File: src/rtl/uart_pkg.sv
// uart_pkg: shared types and helpers for the UART transmit path.
//   uart_tx_state_t : transmit FSM state encoding
//   UART_IDLE_LEVEL : line level while no frame is being sent
//   uart_parity()   : parity over up to 9 data bits (zero-extend narrower words)
package uart_pkg;

   typedef enum logic [2:0] {
      IDLE   = 3'd0,
      START  = 3'd1,
      DATA   = 3'd2,
      PARITY = 3'd3,
      STOP   = 3'd4
   } uart_tx_state_t;

   localparam logic UART_IDLE_LEVEL = 1'b1;

   // Zero bits do not change XOR parity, so narrower words can be zero-extended.
   function automatic logic uart_parity(input logic [8:0] data, input logic odd);
      return (^data) ^ odd;
   endfunction

endpackage

File: src/rtl/uart_baud_tick.sv
// uart_baud_tick: bit-period timer for the UART transmitter.
// Ports:
//   clk     in  system clock
//   reset   in  synchronous active-high reset
//   run     in  count while high; counter held at 0 while low
//   bit_end out high in the last cycle of each bit period (count == CLKS_PER_BIT-1)
module uart_baud_tick #(
   parameter int unsigned CLKS_PER_BIT = 16
) (
   input  logic clk,
   input  logic reset,
   input  logic run,
   output logic bit_end
);

   localparam int unsigned CntW = (CLKS_PER_BIT > 1) ? $clog2(CLKS_PER_BIT) : 1;

   logic [CntW-1:0] cnt_q;

   assign bit_end = (cnt_q == CntW'(CLKS_PER_BIT - 1));

   always_ff @(posedge clk) begin
      if (reset || !run) begin
         cnt_q <= '0;
      end else if (bit_end) begin
         cnt_q <= '0;
      end else begin
         cnt_q <= cnt_q + CntW'(1);
      end
   end

endmodule

File: src/rtl/uart_tx_serializer.sv
// uart_tx_serializer: UART transmit serializer. Accepts a DATA_W-bit word on a valid/ready
// handshake and sends start bit, data LSB first, optional parity bit and STOP_BITS stop
// bits on a single registered line.
// Build option: define UART_TX_PARITY_EN to add the parity bit (even, or odd when
// PARITY_ODD=1). Without it the frame has no parity bit and PARITY_ODD is ignored.
// Ports:
//   clk      in  system clock
//   reset    in  synchronous active-high reset; aborts any frame in progress
//   tx_valid in  tx_data holds a word to send
//   tx_data  in  word to send, sampled only when accepted
//   tx_ready out block accepts a word this cycle (registered)
//   busy     out frame in progress (registered)
//   tx_out   out serial line, idle high (registered)
module uart_tx_serializer
   import uart_pkg::*;
#(
   parameter int unsigned DATA_W       = 8,
   parameter int unsigned CLKS_PER_BIT = 16,
   parameter int unsigned STOP_BITS    = 1,
   parameter int unsigned PARITY_ODD   = 0
) (
   input  logic              clk,
   input  logic              reset,
   input  logic              tx_valid,
   input  logic [DATA_W-1:0] tx_data,
   output logic              tx_ready,
   output logic              busy,
   output logic              tx_out
);

   if (DATA_W < 5 || DATA_W > 9) begin : g_bad_data_w
      $error("uart_tx_serializer: DATA_W must be 5..9");
   end
   if (CLKS_PER_BIT < 2) begin : g_bad_clks
      $error("uart_tx_serializer: CLKS_PER_BIT must be >= 2");
   end
   if (STOP_BITS != 1 && STOP_BITS != 2) begin : g_bad_stop
      $error("uart_tx_serializer: STOP_BITS must be 1 or 2");
   end
   if (PARITY_ODD > 1) begin : g_bad_parity
      $error("uart_tx_serializer: PARITY_ODD must be 0 or 1");
   end

   localparam int unsigned IdxW = $clog2(DATA_W);

   uart_tx_state_t    state_q;
   logic [DATA_W-1:0] shift_q;
   logic [IdxW-1:0]   bit_idx_q;
   logic              tx_out_q;
   logic              tx_ready_q;
   logic              busy_q;
   logic              bit_end;
`ifdef UART_TX_PARITY_EN
   logic              par_q;
`endif

   uart_baud_tick #(
      .CLKS_PER_BIT(CLKS_PER_BIT)
   ) u_baud_tick (
      .clk    (clk),
      .reset  (reset),
      .run    (state_q != IDLE),
      .bit_end(bit_end)
   );

   // Outputs are loaded together with the state they belong to, so each register
   // already holds the level for the state being entered.
   always_ff @(posedge clk) begin
      if (reset) begin
         state_q    <= IDLE;
         shift_q    <= '0;
         bit_idx_q  <= '0;
         tx_out_q   <= UART_IDLE_LEVEL;
         tx_ready_q <= 1'b1;
         busy_q     <= 1'b0;
`ifdef UART_TX_PARITY_EN
         par_q      <= 1'b0;
`endif
      end else begin
         unique case (state_q)
            IDLE: begin
               if (tx_valid) begin
                  state_q    <= START;
                  shift_q    <= tx_data;
                  bit_idx_q  <= '0;
                  tx_out_q   <= 1'b0;
                  tx_ready_q <= 1'b0;
                  busy_q     <= 1'b1;
`ifdef UART_TX_PARITY_EN
                  par_q      <= uart_parity(9'(tx_data), PARITY_ODD[0]);
`endif
               end
            end
            START: begin
               if (bit_end) begin
                  state_q   <= DATA;
                  bit_idx_q <= '0;
                  tx_out_q  <= shift_q[0];
               end
            end
            DATA: begin
               if (bit_end) begin
                  if (bit_idx_q == IdxW'(DATA_W - 1)) begin
                     bit_idx_q <= '0;
`ifdef UART_TX_PARITY_EN
                     state_q   <= PARITY;
                     tx_out_q  <= par_q;
`else
                     state_q   <= STOP;
                     tx_out_q  <= UART_IDLE_LEVEL;
`endif
                  end else begin
                     // Next bit is shift_q[1]; it lands in shift_q[0] after the shift.
                     shift_q   <= shift_q >> 1;
                     tx_out_q  <= shift_q[1];
                     bit_idx_q <= bit_idx_q + IdxW'(1);
                  end
               end
            end
`ifdef UART_TX_PARITY_EN
            PARITY: begin
               if (bit_end) begin
                  state_q   <= STOP;
                  bit_idx_q <= '0;
                  tx_out_q  <= UART_IDLE_LEVEL;
               end
            end
`endif
            STOP: begin
               if (bit_end) begin
                  if (bit_idx_q == IdxW'(STOP_BITS - 1)) begin
                     state_q    <= IDLE;
                     bit_idx_q  <= '0;
                     tx_ready_q <= 1'b1;
                     busy_q     <= 1'b0;
                  end else begin
                     bit_idx_q <= bit_idx_q + IdxW'(1);
                  end
               end
            end
            default: begin
               state_q    <= IDLE;
               bit_idx_q  <= '0;
               tx_out_q   <= UART_IDLE_LEVEL;
               tx_ready_q <= 1'b1;
               busy_q     <= 1'b0;
            end
         endcase
      end
   end

   assign tx_out   = tx_out_q;
   assign tx_ready = tx_ready_q;
   assign busy     = busy_q;

endmodule

File: config.mk
export PLATFORM = sky130hd
export DESIGN_NAME = uart_tx_serializer
export DESIGN_NICKNAME = d
export VERILOG_FILES = /design/src/rtl/uart_pkg.sv /design/src/rtl/uart_baud_tick.sv /design/src/rtl/uart_tx_serializer.sv
export SDC_FILE = /design/constraint.sdc
export NUM_CORES = 1
export LEC_CHECK = 0
export ABC_AREA = 1
export ABC_CLOCK_PERIOD_IN_PS = 3600
export BUFFER_PORTS_ARGS = -buffer_cell sky130_fd_sc_hd__buf_4
export CAP_MARGIN = 20
export CELL_PAD_IN_SITES_DETAIL_PLACEMENT = 0
export CELL_PAD_IN_SITES_GLOBAL_PLACEMENT = 1
export CORE_AREA = 2 2 55 57
export CTS_BUF_LIST = sky130_fd_sc_hd__clkbuf_16
export DETAILED_ROUTE_END_ITERATION = 6
export DIE_AREA = 0 0 57 59
export PLACE_DENSITY_LB_ADDON = 0.15
export SYNTH_ARGS = -nofsm -noshare
export SYNTH_HDL_FRONTEND = slang
export SYNTH_SLANG_ARGS = --single-unit
File: constraint.sdc
create_clock -name clk -period 3.6 [get_ports clk]
set_input_delay 1.08 -clock clk [delete_from_list [all_inputs] [get_ports clk]]
set_output_delay 1.08 -clock clk [all_outputs]
set_load 0.02 [all_outputs]
==> results of run 1 <==
[power breakdown]
part,internal (mW),total (mW),switching (mW),leakage [nW]
Combinational,0.267,0.751,0.483,0.440
Clock,0.148,0.226,0.0786,0.0423
Sequential,0.329,0.415,0.0857,0.173
Total,0.744,1.39,0.648,0.656
[final cells by class]
type                       count  area [um^2]  area share, %
clock buffer                   3         75.1           5.64
clock inverter                 1         3.75          0.282
inverter                      15         56.3           4.23
multi-input combinational    125          639           48.0
sequential                    21          420           31.6
tap                           31         38.8           2.91
timing repair buffer          13         97.6           7.33
[worst max path at each step]
stage	cells past startpoint	end	slack, ns	from
after floorplan	6	state_q[2]$_SDFFE_PP0P_	1.88	tx_valid
after global placement	4	u_baud_tick.cnt_q[3]$_SDFF_PP0_	1.65	reset
after detailed placement	4	u_baud_tick.cnt_q[3]$_SDFF_PP0_	1.60	reset
after CTS	1	tx_out	1.79	tx_out$_SDFFE_PP1P_
after global routing	4	u_baud_tick.cnt_q[3]$_SDFF_PP0_	1.75	reset
final	1	tx_out	1.79	tx_out$_SDFFE_PP1P_
[stage by stage]
stage	std cells	setup WS (ns)	util [%]	power, mW
after floorplan	164	1.88	-	1.02
after global placement	205	1.65	46.2	1.16
after detailed placement	205	1.60	46.2	1.17
after CTS	209	1.79	49.1	1.41
after global routing	209	1.75	49.1	1.55
final	209	1.79	49.1	1.39
[synthesized netlist by cell type (2+ instances only)]
| cell type | instances | area share [%] |
|---|---|---|
| sky130_fd_sc_hd__nand2_1 | 44 | 14 |
| sky130_fd_sc_hd__nor2_1 | 29 | 9.5 |
| sky130_fd_sc_hd__dfxtp_1 | 21 | 37 |
| sky130_fd_sc_hd__nand3_1 | 14 | 6.1 |
| sky130_fd_sc_hd__o21ai_1 | 10 | 4.4 |
| sky130_fd_sc_hd__inv_1 | 9 | 3.0 |
| sky130_fd_sc_hd__a21oi_1 | 8 | 3.5 |
| sky130_fd_sc_hd__inv_2 | 6 | 2.0 |
| sky130_fd_sc_hd__ha_1 | 5 | 5.5 |
| sky130_fd_sc_hd__buf_6 | 2 | 2.0 |
| sky130_fd_sc_hd__nand2_2 | 2 | 1.1 |
| sky130_fd_sc_hd__nor2_2 | 2 | 1.1 |
| sky130_fd_sc_hd__nor2_4 | 2 | 2.0 |
[metal layers]
layer,track usage [%],vias to the layer above
met2,27.6,10
met1,23.6,454
met4,6.98,0
li1,-,552
met3,2.62,2
met5,0,-
[flip-flops by register name, indices dropped and copies added, names as in the netlist]
name / flops
shift_q: 8
u_baud_tick.cnt_q: 4
bit_idx_q: 3
state_q: 3
busy: 1
tx_out: 1
tx_ready: 1
[logic make-up (layout without fill, tap and decap cells)]
logic type	after synthesis	in the layout
adders and majority gates	5	5
AOI/OAI and AO/OA	19	19
buffers and inverters	18	32
DFF	21	21
xor gates and xnor gates	2	2
and+or+nand+nor	99	99
==> metrics.txt, run 1 <==
# TYPE chip_impl_metric gauge
chip_impl_info{name="outcome",value="completed"} 1
chip_impl_metric{name="via_total_after_detailed_routing",unit=""} 1018
chip_impl_metric{name="ys_ff_latch",unit=""} 21
chip_impl_metric{name="maxClockFrequency",unit="MHz"} 553
chip_impl_metric{name="violation_count_after_the_first_detailed_routing_iteration",unit=""} 37
chip_impl_metric{name="slew_violations",unit=""} 0
chip_impl_metric{name="worst-slew-pin-transition",unit="ns"} 0.463
chip_impl_metric{name="rows",unit=""} 19
chip_impl_info{name="final_common_cell",value="sky130_fd_sc_hd__nand2_1"} 1
chip_impl_metric{name="met3_layer_wire_length_in_the_routed_design",unit="um"} 66
chip_impl_metric{name="synthesis.yosys.warnings",unit=""} 0
chip_impl_metric{name="route.final.wire_length",unit="mm"} 2.40
chip_impl_metric{name="worst_ep_required_time",unit="ns"} 2.52
chip_impl_metric{name="count_of_maximum_capacitance_violations",unit=""} 0
chip_impl_metric{name="worstRegToRegCells",unit=""} 8
chip_impl_metric{name="finalCriticalPeriod",unit="ns"} 1.81
chip_impl_metric{name="viasPerCell",unit=""} 4.87
chip_impl_metric{name="grt_overflow_total",unit=""} 0
chip_impl_metric{name="min_path_cells",unit=""} 1
chip_impl_metric{name="drive_above_1_share",unit="%"} 18.0
chip_impl_metric{name="core_region_area",unit="um^2"} 2710
chip_impl_metric{name="cts_inserted_buffers",unit=""} 3
chip_impl_metric{name="clock_insertion_delay_worst_skew",unit="ns"} 0.25
chip_impl_info{name="buffer_type_at_the_clock_tree_root",value="sky130_fd_sc_hd__clkbuf_16"} 1
chip_impl_metric{name="post_synth_fa_ha_maj_area_fraction",unit="%"} 5.48
chip_impl_metric{name="post_synthesis_area_per_instance",unit="um^2"} 6.97
chip_impl_info{name="worstHoldPathType",value="reg2reg"} 1
chip_impl_metric{name="post-dp-hpwl",unit="mm"} 1.82
chip_impl_info{name="tritoncts",value="built"} 1
chip_impl_metric{name="grt_start_max_net_pins",unit=""} 17
chip_impl_info{name="holdPathEnd",value="u_baud_tick.cnt_q[0]$_SDFF_PP0_"} 1
chip_impl_metric{name="critical_path.max_fanout",unit=""} 2
chip_impl_metric{name="fin_area",unit="um^2"} 1330
chip_impl_metric{name="maxSlewHeadroom",unit="%"} 69.1
chip_impl_info{name="ys.flop_type",value="sky130_fd_sc_hd__dfxtp_1"} 1
chip_impl_metric{name="synth-compound-area-share",unit="%"} 8.32
chip_impl_metric{name="cpPeakStageDelay",unit="ns"} 0.34
chip_impl_metric{name="cts_resized",unit=""} 0
chip_impl_metric{name="synthesis.nets",unit=""} 180
chip_impl_metric{name="power.static_leakage",unit="nW"} 0.656
chip_impl_metric{name="die_y",unit="um"} 59
chip_impl_info{name="kind_of_start_point_of_the_critical_path",value="flop"} 1
chip_impl_metric{name="route.antenna.remaining_nets",unit=""} 0
chip_impl_metric{name="gp_routability_congestion",unit=""} 0.764
chip_impl_metric{name="mux_cell_area_share_after_synthesis",unit="%"} 0
chip_impl_metric{name="grt_usage",unit="%"} 17.3
chip_impl_metric{name="drc_errors",unit=""} 0
chip_impl_metric{name="grt_first_pass_wirelength",unit="mm"} 4.51
chip_impl_metric{name="synth_xor_area_share",unit="%"} 1.53
chip_impl_info{name="final_cell_mix",value="44 x sky130_fd_sc_hd__nand2_1, 29 x sky130_fd_sc_hd__nor2_1, 21 x sky130_fd_sc_hd__dfxtp_1, 14 x sky130_fd_sc_hd__nand3_1, 13 x sky130_fd_sc_hd__buf_4"} 1
chip_impl_metric{name="ctsHoldBuffers",unit=""} 0
chip_impl_metric{name="netlist_instances",unit=""} 164
chip_impl_info{name="regToRegEndpoint",value="state_q[1]$_SDFFE_PP0P_"} 1
chip_impl_info{name="setup.worst_path.class",value="reg2out"} 1
chip_impl_metric{name="synthesis.area",unit="um^2"} 1140
chip_impl_metric{name="hold_viol",unit=""} 0
chip_impl_metric{name="initial_util",unit="%"} 42.2
chip_impl_info{name="worstPathCellList",value="buf_4"} 1
chip_impl_info{name="cp-end-kind",value="output port"} 1
chip_impl_metric{name="synth-edff-count",unit=""} 0
chip_impl_metric{name="drt-pass1-iter-count",unit=""} 4
chip_impl_metric{name="layout_worst_path_cycle_share",unit="%"} 50.2
chip_impl_metric{name="arrival",unit="ns"} 0.73
chip_impl_metric{name="area_after_detailed_placement",unit="um^2"} 1250
chip_impl_info{name="top_layer_used",value="met4"} 1
chip_impl_metric{name="whs",unit="ns"} 0.444
chip_impl_info{name="holdCritStartpoint",value="u_baud_tick.cnt_q[0]$_SDFF_PP0_"} 1
chip_impl_metric{name="fin_tns_setup",unit="ns"} 0
chip_impl_metric{name="setup_violations",unit=""} 0
chip_impl_metric{name="clock-skew-final",unit="ns"} 0.00186
chip_impl_metric{name="antenna_found_initial",unit=""} 0
chip_impl_info{name="synth_top_family_by_area",value="simple AND/OR/NAND/NOR gates"} 1
chip_impl_metric{name="synth_cell_type_count",unit=""} 23
chip_impl_metric{name="io_buffers",unit=""} 13
chip_impl_metric{name="dr_wl_met2",unit="mm"} 1.12
chip_impl_metric{name="drt-met1-wl",unit="mm"} 1.20
chip_impl_metric{name="irDropWorstVdd",unit="mV"} 0.668
chip_impl_metric{name="cts-htree-levels",unit=""} 1
chip_impl_info{name="rsz_0062_raised_after_global_routing",value="no"} 1
chip_impl_info{name="crit-reg2reg-launch",value="u_baud_tick.cnt_q[0]$_SDFF_PP0_"} 1
chip_impl_metric{name="synth-simple-area-share",unit="%"} 40.6
chip_impl_metric{name="die_width",unit="um"} 57
chip_impl_metric{name="grt_pass1_vias",unit=""} 1009
chip_impl_metric{name="finalNetCount",unit=""} 195
chip_impl_metric{name="p_per_area",unit="nW/um^2"} 1050
chip_impl_info{name="critical-path-slowest-cell",value="sky130_fd_sc_hd__dfxtp_1"} 1
chip_impl_metric{name="r2r_setup_slack",unit="ns"} 2.03
chip_impl_metric{name="clk_path_buf_depth",unit=""} 2
chip_impl_metric{name="synthArstFlopShare",unit="%"} 0
chip_impl_metric{name="layout.filler_cells",unit=""} 292
chip_impl_metric{name="antenna_cells_inserted",unit=""} 0
chip_impl_metric{name="pin_count",unit=""} 14
chip_impl_metric{name="area.growth.synth_to_final",unit="%"} 16.5
chip_impl_metric{name="cts_post_setup_buffers_inserted",unit=""} 0
chip_impl_info{name="path_delay_family",value="flip-flops"} 1
chip_impl_metric{name="cp_num_buf_inv",unit=""} 1
chip_impl_metric{name="die-area",unit="um^2"} 3360
chip_impl_metric{name="routedWlPerCell",unit="um"} 11.5
chip_impl_metric{name="synth-seq-area-share",unit="%"} 36.8
chip_impl_metric{name="path_clk_slew",unit="ns"} 0.05
chip_impl_metric{name="cts.sinks",unit=""} 21
No activity file was read; power rests on OpenSTA's default activity.
==> run 2: changes to the inputs <==
--- a/config.mk
+++ b/config.mk
@@ -6,15 +6,15 @@
 export NUM_CORES = 1
 export LEC_CHECK = 0
 export ABC_AREA = 1
-export ABC_CLOCK_PERIOD_IN_PS = 3600
+export ABC_CLOCK_PERIOD_IN_PS = 1650
 export BUFFER_PORTS_ARGS = -buffer_cell sky130_fd_sc_hd__buf_4
 export CAP_MARGIN = 20
 export CELL_PAD_IN_SITES_DETAIL_PLACEMENT = 0
 export CELL_PAD_IN_SITES_GLOBAL_PLACEMENT = 1
-export CORE_AREA = 2 2 55 57
+export CORE_AREA = 2 2 60 62
 export CTS_BUF_LIST = sky130_fd_sc_hd__clkbuf_16
 export DETAILED_ROUTE_END_ITERATION = 6
-export DIE_AREA = 0 0 57 59
+export DIE_AREA = 0 0 62 64
 export PLACE_DENSITY_LB_ADDON = 0.15
 export SYNTH_ARGS = -nofsm -noshare
 export SYNTH_HDL_FRONTEND = slang
==> constraint.sdc (replaced) <==
create_clock -name clk -period 1.65 [get_ports clk]
set_input_delay 0.495 -clock clk [delete_from_list [all_inputs] [get_ports clk]]
set_output_delay 0.495 -clock clk [all_outputs]
set_load 0.02 [all_outputs]
==> run 2 against run 1 <==
  * Non-clock buffer count up 3
  * Via count up 1.4%
  * Sequential cell count unchanged
  * Critical path depth up 7
  * Sequential share of layout area down 1.1 points
  * Critical path type is now reg2reg
  * Routed wire length up 0.46%
  * Combinational power up 120%
  * First-iteration DRC count down 38%
  * Final area up 3.5%
  * Global-route usage down 3.1 points
  * Utilization down 7.2 points
  * Clock power up 130%
==> metrics.txt, run 2 (same netlist as run 1, synthesis figures left out) <==
# TYPE chip_impl_metric gauge
chip_impl_info{name="outcome",value="completed"} 1
chip_impl_info{name="rsz_0062_raised_after_global_routing",value="no"} 1
chip_impl_info{name="cp-end-kind",value="flop"} 1
chip_impl_metric{name="viasPerCell",unit=""} 4.55
chip_impl_metric{name="drive_above_1_share",unit="%"} 19.9
chip_impl_metric{name="area_used_by_multi_input_combinational_logic",unit="um^2"} 644
chip_impl_metric{name="irDropWorstVdd",unit="mV"} 0.700
chip_impl_metric{name="ctsHoldBuffers",unit=""} 0
chip_impl_info{name="registers.top_by_ff_count",value="shift_q"} 1
chip_impl_metric{name="cts-htree-levels",unit=""} 1
chip_impl_metric{name="comb_power_share",unit="%"} 53.7
chip_impl_metric{name="worst-slew-pin-transition",unit="ns"} 0.368
chip_impl_metric{name="p_per_area",unit="nW/um^2"} 2220
chip_impl_info{name="largest_registers",value="shift_q: 8 flops, u_baud_tick.cnt_q: 4 flops"} 1
chip_impl_metric{name="layout.area.seq",unit="um^2"} 420
chip_impl_metric{name="clkPwrFrac",unit="%"} 16.9
chip_impl_metric{name="route.final.wire_length",unit="mm"} 2.41
chip_impl_metric{name="count_of_maximum_capacitance_violations",unit=""} 0
chip_impl_metric{name="area.growth.synth_to_final",unit="%"} 20.6
chip_impl_metric{name="io_buffers",unit=""} 13
chip_impl_info{name="tritoncts",value="built"} 1
chip_impl_metric{name="worstRegToRegCells",unit=""} 8
chip_impl_metric{name="grt_start_max_net_pins",unit=""} 12
chip_impl_metric{name="met3_usage",unit="%"} 4.45
chip_impl_metric{name="initial_util",unit="%"} 34.8
chip_impl_metric{name="power.switching",unit="mW"} 1.42
chip_impl_info{name="final_common_cell",value="sky130_fd_sc_hd__nand2_1"} 1
chip_impl_metric{name="route.antenna.remaining_nets",unit=""} 0
chip_impl_metric{name="finalNetCount",unit=""} 198
chip_impl_metric{name="core_region_area",unit="um^2"} 3280
chip_impl_metric{name="worst_ep_required_time",unit="ns"} 1.80
chip_impl_metric{name="die_width",unit="um"} 62
chip_impl_info{name="gr-max-usage-layer",value="met2"} 1
chip_impl_metric{name="clk_path_buf_depth",unit=""} 2
chip_impl_info{name="setup.worst_path.class",value="reg2reg"} 1
chip_impl_metric{name="setup_violations",unit=""} 0
chip_impl_metric{name="grt_pass1_vias",unit=""} 1009
chip_impl_metric{name="path_clk_slew",unit="ns"} 0.06
chip_impl_metric{name="power.static_leakage",unit="nW"} 0.670
chip_impl_metric{name="maxSlewHeadroom",unit="%"} 75.4
chip_impl_info{name="final_cell_mix",value="44 x sky130_fd_sc_hd__nand2_1, 29 x sky130_fd_sc_hd__nor2_1, 21 x sky130_fd_sc_hd__dfxtp_1, 16 x sky130_fd_sc_hd__buf_4, 13 x sky130_fd_sc_hd__nand3_1"} 1
chip_impl_metric{name="post-dp-hpwl",unit="mm"} 1.84
chip_impl_metric{name="dp.cells",unit=""} 223
chip_impl_metric{name="area_after_detailed_placement",unit="um^2"} 1290
chip_impl_metric{name="grt_usage",unit="%"} 14.1
chip_impl_info{name="crit-reg2reg-launch",value="u_baud_tick.cnt_q[0]$_SDFF_PP0_"} 1
chip_impl_info{name="worstHoldPathType",value="in2reg"} 1
chip_impl_metric{name="critical_path.max_fanout",unit=""} 6
chip_impl_metric{name="slew_violations",unit=""} 0
chip_impl_info{name="startpoint",value="u_baud_tick.cnt_q[0]$_SDFF_PP0_"} 1
chip_impl_metric{name="clock-skew-final",unit="ns"} 0.00337
chip_impl_metric{name="via_total_after_detailed_routing",unit=""} 1032
chip_impl_info{name="kind_of_start_point_of_the_critical_path",value="flop"} 1
chip_impl_metric{name="drc_errors",unit=""} 0
chip_impl_metric{name="grt_first_pass_wirelength",unit="mm"} 4.21
chip_impl_metric{name="whs",unit="ns"} 0.406
chip_impl_metric{name="pin_count",unit=""} 14
chip_impl_info{name="regToRegEndpoint",value="state_q[1]$_SDFFE_PP0P_"} 1
chip_impl_metric{name="cts_post_setup_buffers_inserted",unit=""} 0
chip_impl_metric{name="p_int",unit="mW"} 1.64
chip_impl_metric{name="antenna_cells_inserted",unit=""} 0
chip_impl_metric{name="clock_insertion_delay_worst_skew",unit="ns"} 0.26
chip_impl_info{name="holdCritStartpoint",value="reset"} 1
chip_impl_metric{name="drt-pass1-iter-count",unit=""} 4
chip_impl_metric{name="cts_resized",unit=""} 0
chip_impl_metric{name="cts.sinks",unit=""} 21
chip_impl_metric{name="fin_area",unit="um^2"} 1380
chip_impl_metric{name="arrival",unit="ns"} 1.62
chip_impl_metric{name="design_power_total",unit="mW"} 3.06
chip_impl_metric{name="maxClockFrequency",unit="MHz"} 683
chip_impl_metric{name="min_path_cells",unit=""} 2
chip_impl_metric{name="hold_viol",unit=""} 0
chip_impl_metric{name="p_seq_share",unit="%"} 29.4
chip_impl_metric{name="routedWlPerCell",unit="um"} 10.6
chip_impl_metric{name="die-area",unit="um^2"} 3970
chip_impl_metric{name="rows",unit=""} 21
chip_impl_metric{name="gp_routability_congestion",unit=""} 0.789
chip_impl_metric{name="layout.filler_cells",unit=""} 341
chip_impl_metric{name="finalCriticalPeriod",unit="ns"} 1.46
chip_impl_metric{name="die_y",unit="um"} 64
chip_impl_metric{name="r2r_setup_slack",unit="ns"} 0.19
chip_impl_metric{name="finalNonFillerCells",unit=""} 227
chip_impl_metric{name="cts_inserted_buffers",unit=""} 3
chip_impl_info{name="holdPathEnd",value="state_q[0]$_SDFFE_PP0P_"} 1
chip_impl_metric{name="fin_tns_setup",unit="ns"} 0
chip_impl_metric{name="gr-usage-met1",unit="%"} 17.3
chip_impl_metric{name="power.switching_fraction",unit="%"} 46.5
chip_impl_metric{name="layout_worst_path_cycle_share",unit="%"} 88.8
chip_impl_metric{name="violation_count_after_the_first_detailed_routing_iteration",unit=""} 23
chip_impl_metric{name="globalRouteMet2Util",unit="%"} 21.7
chip_impl_info{name="buffer_type_at_the_clock_tree_root",value="sky130_fd_sc_hd__clkbuf_16"} 1
chip_impl_metric{name="antenna_found_initial",unit=""} 0
chip_impl_metric{name="grt_overflow_total",unit=""} 0
chip_impl_metric{name="flip_flop_count_of_the_largest_register_after_layout",unit=""} 8
==> run 2: area by class of cell <==
| type | count | area share [%] |
|---|---|---|
| multi-input cells | 125 | 46.8 |
| inverters | 15 | 4.09 |
| clock inverters | 1 | 0.272 |
| well taps | 46 | 4.18 |
| repair buffers | 16 | 8.72 |
| flip-flops and latches | 21 | 30.5 |
| clock buffers | 3 | 5.45 |
==> run 2: worst max-delay path, stage by stage, from the launching register on <==
cell and delay (ns):
sky130_fd_sc_hd__dfxtp_1 0.35, sky130_fd_sc_hd__ha_1 0.21, sky130_fd_sc_hd__nand3_2 0.16, sky130_fd_sc_hd__nand3_2 0.15, sky130_fd_sc_hd__nand2_1 0.12, sky130_fd_sc_hd__nor2_1 0.18
sky130_fd_sc_hd__nand3_1 0.09, sky130_fd_sc_hd__nand2_1 0.06, sky130_fd_sc_hd__nor2_1 0.03
==> run 2: power groups by stage <==
stage	Clock, mW	Sequential, mW	Combinational [mW]
2_1_floorplan	0	0.893	1.34
3_3_place_gp	0	0.910	1.64
3_5_place_dp	0	0.915	1.65
4_1_cts	0.528	0.904	1.66
5_1_grt	0.546	0.934	1.88
6_report	0.517	0.902	1.65
==> run 2: routing by layer <==
layer,vias to the layer above,part of all wire (%)
met3,7,3.9
met5,-,0
met4,0,2.7
li1,557,-
met2,13,45
met1,455,48
==> run 2: metrics by stage <==
stage / setup WS, ns / util [%]
6_report: 0.185 / 41.9
5_1_grt: 0.0474 / 41.9
4_1_cts: 0.108 / 41.8
3_5_place_dp: 0.126 / 39.4
3_3_place_gp: 0.111 / 39.4
2_1_floorplan: 0.308 / -
==> run 2: how the worst max path moves through the flow <==
stage | to | slack (ns) | cells after the start
floorplan | state_q[1]$_SDFFE_PP0P_ | 0.31 | 8
global placement | state_q[1]$_SDFFE_PP0P_ | 0.11 | 8
detailed placement | state_q[1]$_SDFFE_PP0P_ | 0.13 | 8
CTS | state_q[1]$_SDFFE_PP0P_ | 0.11 | 8
global route | state_q[1]$_SDFFE_PP0P_ | 0.05 | 8
finish | state_q[1]$_SDFFE_PP0P_ | 0.19 | 8
==> run 3: changes to the inputs <==
--- a/config.mk
+++ b/config.mk
@@ -12,7 +12,6 @@
 export CELL_PAD_IN_SITES_DETAIL_PLACEMENT = 0
 export CELL_PAD_IN_SITES_GLOBAL_PLACEMENT = 1
 export CORE_AREA = 2 2 60 62
-export CTS_BUF_LIST = sky130_fd_sc_hd__clkbuf_16
 export DETAILED_ROUTE_END_ITERATION = 6
 export DIE_AREA = 0 0 62 64
 export PLACE_DENSITY_LB_ADDON = 0.15
==> run 3 against run 2 <==
  * Hold slack lost 0.049 ns
  * Via count shrank 1.1%
  * Die area is the same
  * Power shrank 8.9%
  * Critical path depth is the same
  * Global-route usage shrank 0.36 points
  * Utilization shrank 1.6 points
  * Register-to-register slack is essentially flat
  * Clock skew shrank 0.0018 ns
  * Non-clock buffer count is the same
  * Highest routed layer unchanged
==> metrics.txt, run 3 (same netlist as run 1, synthesis figures left out) <==
# TYPE chip_impl_metric gauge
chip_impl_metric{name="cts.sinks",unit=""} 21
chip_impl_info{name="crit-reg2reg-launch",value="u_baud_tick.cnt_q[0]$_SDFF_PP0_"} 1
chip_impl_metric{name="via_total_after_detailed_routing",unit=""} 1021
chip_impl_metric{name="worst-slew-pin-transition",unit="ns"} 0.369
chip_impl_metric{name="cpPeakStageDelay",unit="ns"} 0.37
chip_impl_metric{name="core_region_area",unit="um^2"} 3280
chip_impl_metric{name="grt_pass1_vias",unit=""} 1018
chip_impl_metric{name="cts_post_setup_buffers_inserted",unit=""} 0
chip_impl_metric{name="drt-pass1-iter-count",unit=""} 4
chip_impl_info{name="outcome",value="completed"} 1
chip_impl_metric{name="maxSlewHeadroom",unit="%"} 75.4
chip_impl_info{name="largest_registers",value="shift_q: 8 flops, u_baud_tick.cnt_q: 4 flops"} 1
chip_impl_metric{name="grt_usage",unit="%"} 13.8
chip_impl_metric{name="power.static_leakage",unit="nW"} 0.643
chip_impl_metric{name="timing.critical_path.depth",unit=""} 8
chip_impl_metric{name="setup_violations",unit=""} 0
chip_impl_metric{name="area_after_detailed_placement",unit="um^2"} 1290
chip_impl_info{name="registers.top_by_ff_count",value="shift_q"} 1
chip_impl_info{name="final_cell_mix",value="44 x sky130_fd_sc_hd__nand2_1, 29 x sky130_fd_sc_hd__nor2_1, 21 x sky130_fd_sc_hd__dfxtp_1, 16 x sky130_fd_sc_hd__buf_4, 13 x sky130_fd_sc_hd__nand3_1"} 1
chip_impl_metric{name="finalCriticalPeriod",unit="ns"} 1.47
chip_impl_metric{name="fin_tns_setup",unit="ns"} 0
chip_impl_metric{name="layout_worst_path_cycle_share",unit="%"} 89.1
chip_impl_metric{name="grt_overflow_total",unit=""} 0
chip_impl_info{name="setup.worst_path.class",value="reg2reg"} 1
chip_impl_metric{name="grt_start_max_net_pins",unit=""} 12
chip_impl_metric{name="violation_count_after_the_first_detailed_routing_iteration",unit=""} 28
chip_impl_metric{name="clock-skew-final",unit="ns"} 0.00158
chip_impl_metric{name="drive_above_1_share",unit="%"} 19.9
chip_impl_metric{name="routedWlPerCell",unit="um"} 10.5
chip_impl_metric{name="flip_flop_count_of_the_largest_register_after_layout",unit=""} 8
chip_impl_metric{name="cp_num_buf_inv",unit=""} 0
chip_impl_metric{name="pin_count",unit=""} 14
chip_impl_metric{name="worstRegToRegCells",unit=""} 8
chip_impl_metric{name="antenna_cells_inserted",unit=""} 0
chip_impl_metric{name="die_y",unit="um"} 64
chip_impl_metric{name="irDropWorstVdd",unit="mV"} 0.562
chip_impl_info{name="tritoncts",value="built"} 1
chip_impl_metric{name="cts_resized",unit=""} 0
chip_impl_metric{name="maxClockFrequency",unit="MHz"} 680
chip_impl_metric{name="count_of_maximum_capacitance_violations",unit=""} 0
chip_impl_metric{name="critical_path.max_fanout",unit=""} 6
chip_impl_info{name="kind_of_start_point_of_the_critical_path",value="flop"} 1
chip_impl_info{name="worstHoldPathType",value="in2reg"} 1
chip_impl_metric{name="cts_inserted_buffers",unit=""} 3
chip_impl_metric{name="ctsHoldBuffers",unit=""} 0
chip_impl_info{name="rsz_0062_raised_after_global_routing",value="no"} 1
chip_impl_metric{name="r2r_setup_slack",unit="ns"} 0.18
chip_impl_metric{name="slew_violations",unit=""} 0
chip_impl_info{name="regToRegEndpoint",value="state_q[1]$_SDFFE_PP0P_"} 1
chip_impl_metric{name="arrival",unit="ns"} 1.68
chip_impl_info{name="final_common_cell",value="sky130_fd_sc_hd__nand2_1"} 1
chip_impl_info{name="buffer_type_at_the_clock_tree_root",value="sky130_fd_sc_hd__clkbuf_4"} 1
chip_impl_metric{name="cts-htree-levels",unit=""} 1
chip_impl_metric{name="fin_area",unit="um^2"} 1330
chip_impl_metric{name="clk_path_buf_depth",unit=""} 2
chip_impl_info{name="path_delay_family",value="simple AND/OR/NAND/NOR gates"} 1
chip_impl_metric{name="rows",unit=""} 21
chip_impl_metric{name="die_width",unit="um"} 62
chip_impl_metric{name="gp_routability_congestion",unit=""} 0.789
chip_impl_metric{name="initial_util",unit="%"} 34.8
chip_impl_info{name="worstPathCellList",value="ha_1 -> nand3_2 -> nand3_2 -> nand2_1 -> nor2_1 -> nand3_1 -> nand2_1 -> nor2_1"} 1
chip_impl_metric{name="drc_errors",unit=""} 0
chip_impl_metric{name="p_per_area",unit="nW/um^2"} 2110
chip_impl_info{name="worst_setup_path_endpoint",value="state_q[1]$_SDFFE_PP0P_"} 1
chip_impl_metric{name="antenna_found_initial",unit=""} 0
chip_impl_metric{name="route.final.wire_length",unit="mm"} 2.37
chip_impl_info{name="startpoint",value="u_baud_tick.cnt_q[0]$_SDFF_PP0_"} 1
chip_impl_metric{name="area.growth.synth_to_final",unit="%"} 16.0
chip_impl_metric{name="io_buffers",unit=""} 13
chip_impl_metric{name="viasPerCell",unit=""} 4.50
chip_impl_info{name="holdCritStartpoint",value="reset"} 1
chip_impl_metric{name="worst_ep_required_time",unit="ns"} 1.86
chip_impl_info{name="cp-end-kind",value="flop"} 1
chip_impl_metric{name="post-dp-hpwl",unit="mm"} 1.84
chip_impl_metric{name="die-area",unit="um^2"} 3970
chip_impl_metric{name="clock_insertion_delay_worst_skew",unit="ns"} 0.30
chip_impl_metric{name="finalNetCount",unit=""} 198
chip_impl_metric{name="route.antenna.remaining_nets",unit=""} 0
chip_impl_info{name="critical-path-slowest-cell",value="sky130_fd_sc_hd__dfxtp_1"} 1
chip_impl_metric{name="path_clk_slew",unit="ns"} 0.12
chip_impl_metric{name="hold_viol",unit=""} 0
chip_impl_metric{name="grt_first_pass_wirelength",unit="mm"} 4.17
[run 3: changes by cell type in the layout (fill, tap and decap cells not counted), sizes merged]
cell,before,now
clkbuf,3,4
inv,16,15
[run 3: power by group]
| group | switching [mW] | internal (mW) | total [mW] |
|---|---|---|---|
| clock | 0.154 | 0.0942 | 0.248 |
| combinational | 1.05 | 0.598 | 1.64 |
| sequential | 0.185 | 0.716 | 0.900 |
| total | 1.38 | 1.41 | 2.79 |
[run 3: how the worst min path moves through the flow]
stage	to	slack (ns)	depth (start not counted)
final	state_q[0]$_SDFFE_PP0P_	0.36	2
after global placement	u_baud_tick.cnt_q[0]$_SDFF_PP0_	0.44	1
after detailed placement	u_baud_tick.cnt_q[0]$_SDFF_PP0_	0.44	1
after CTS	state_q[0]$_SDFFE_PP0P_	0.34	2
after floorplan	u_baud_tick.cnt_q[0]$_SDFF_PP0_	0.42	1
after global routing	state_q[0]$_SDFFE_PP0P_	0.33	2
[run 3: area by class of cell]
| type | count | area, um^2 |
|---|---|---|
| flip-flops and latches | 21 | 420 |
| well taps | 46 | 57.6 |
| fillers | 349 | 1960 |
| inverters | 15 | 56.3 |
| clock buffers | 4 | 26.3 |
| repair buffers | 16 | 120 |
| multi-input cells | 125 | 644 |
[run 3: routing by layer]
layer	wire, um	GRT usage (%)	vias to the layer above
met4	28	5.32	0
met3	85	3.85	4
met5	0	0	-
li1	-	-	557
met1	1160	17.2	450
met2	1100	21.9	10
[run 3: stage by stage]
stage / std cells / util, % / hold WS [ns] / power [mW] / worst slack, ns
floorplan: 164 / - / 0.418 / 2.23 / 0.308
global placement: 223 / 39.4 / 0.436 / 2.56 / 0.111
detailed placement: 223 / 39.4 / 0.443 / 2.57 / 0.126
CTS: 227 / 40.2 / 0.340 / 2.83 / 0.0990
global route: 227 / 40.3 / 0.334 / 3.09 / 0.0381
finish: 227 / 40.3 / 0.357 / 2.79 / 0.179
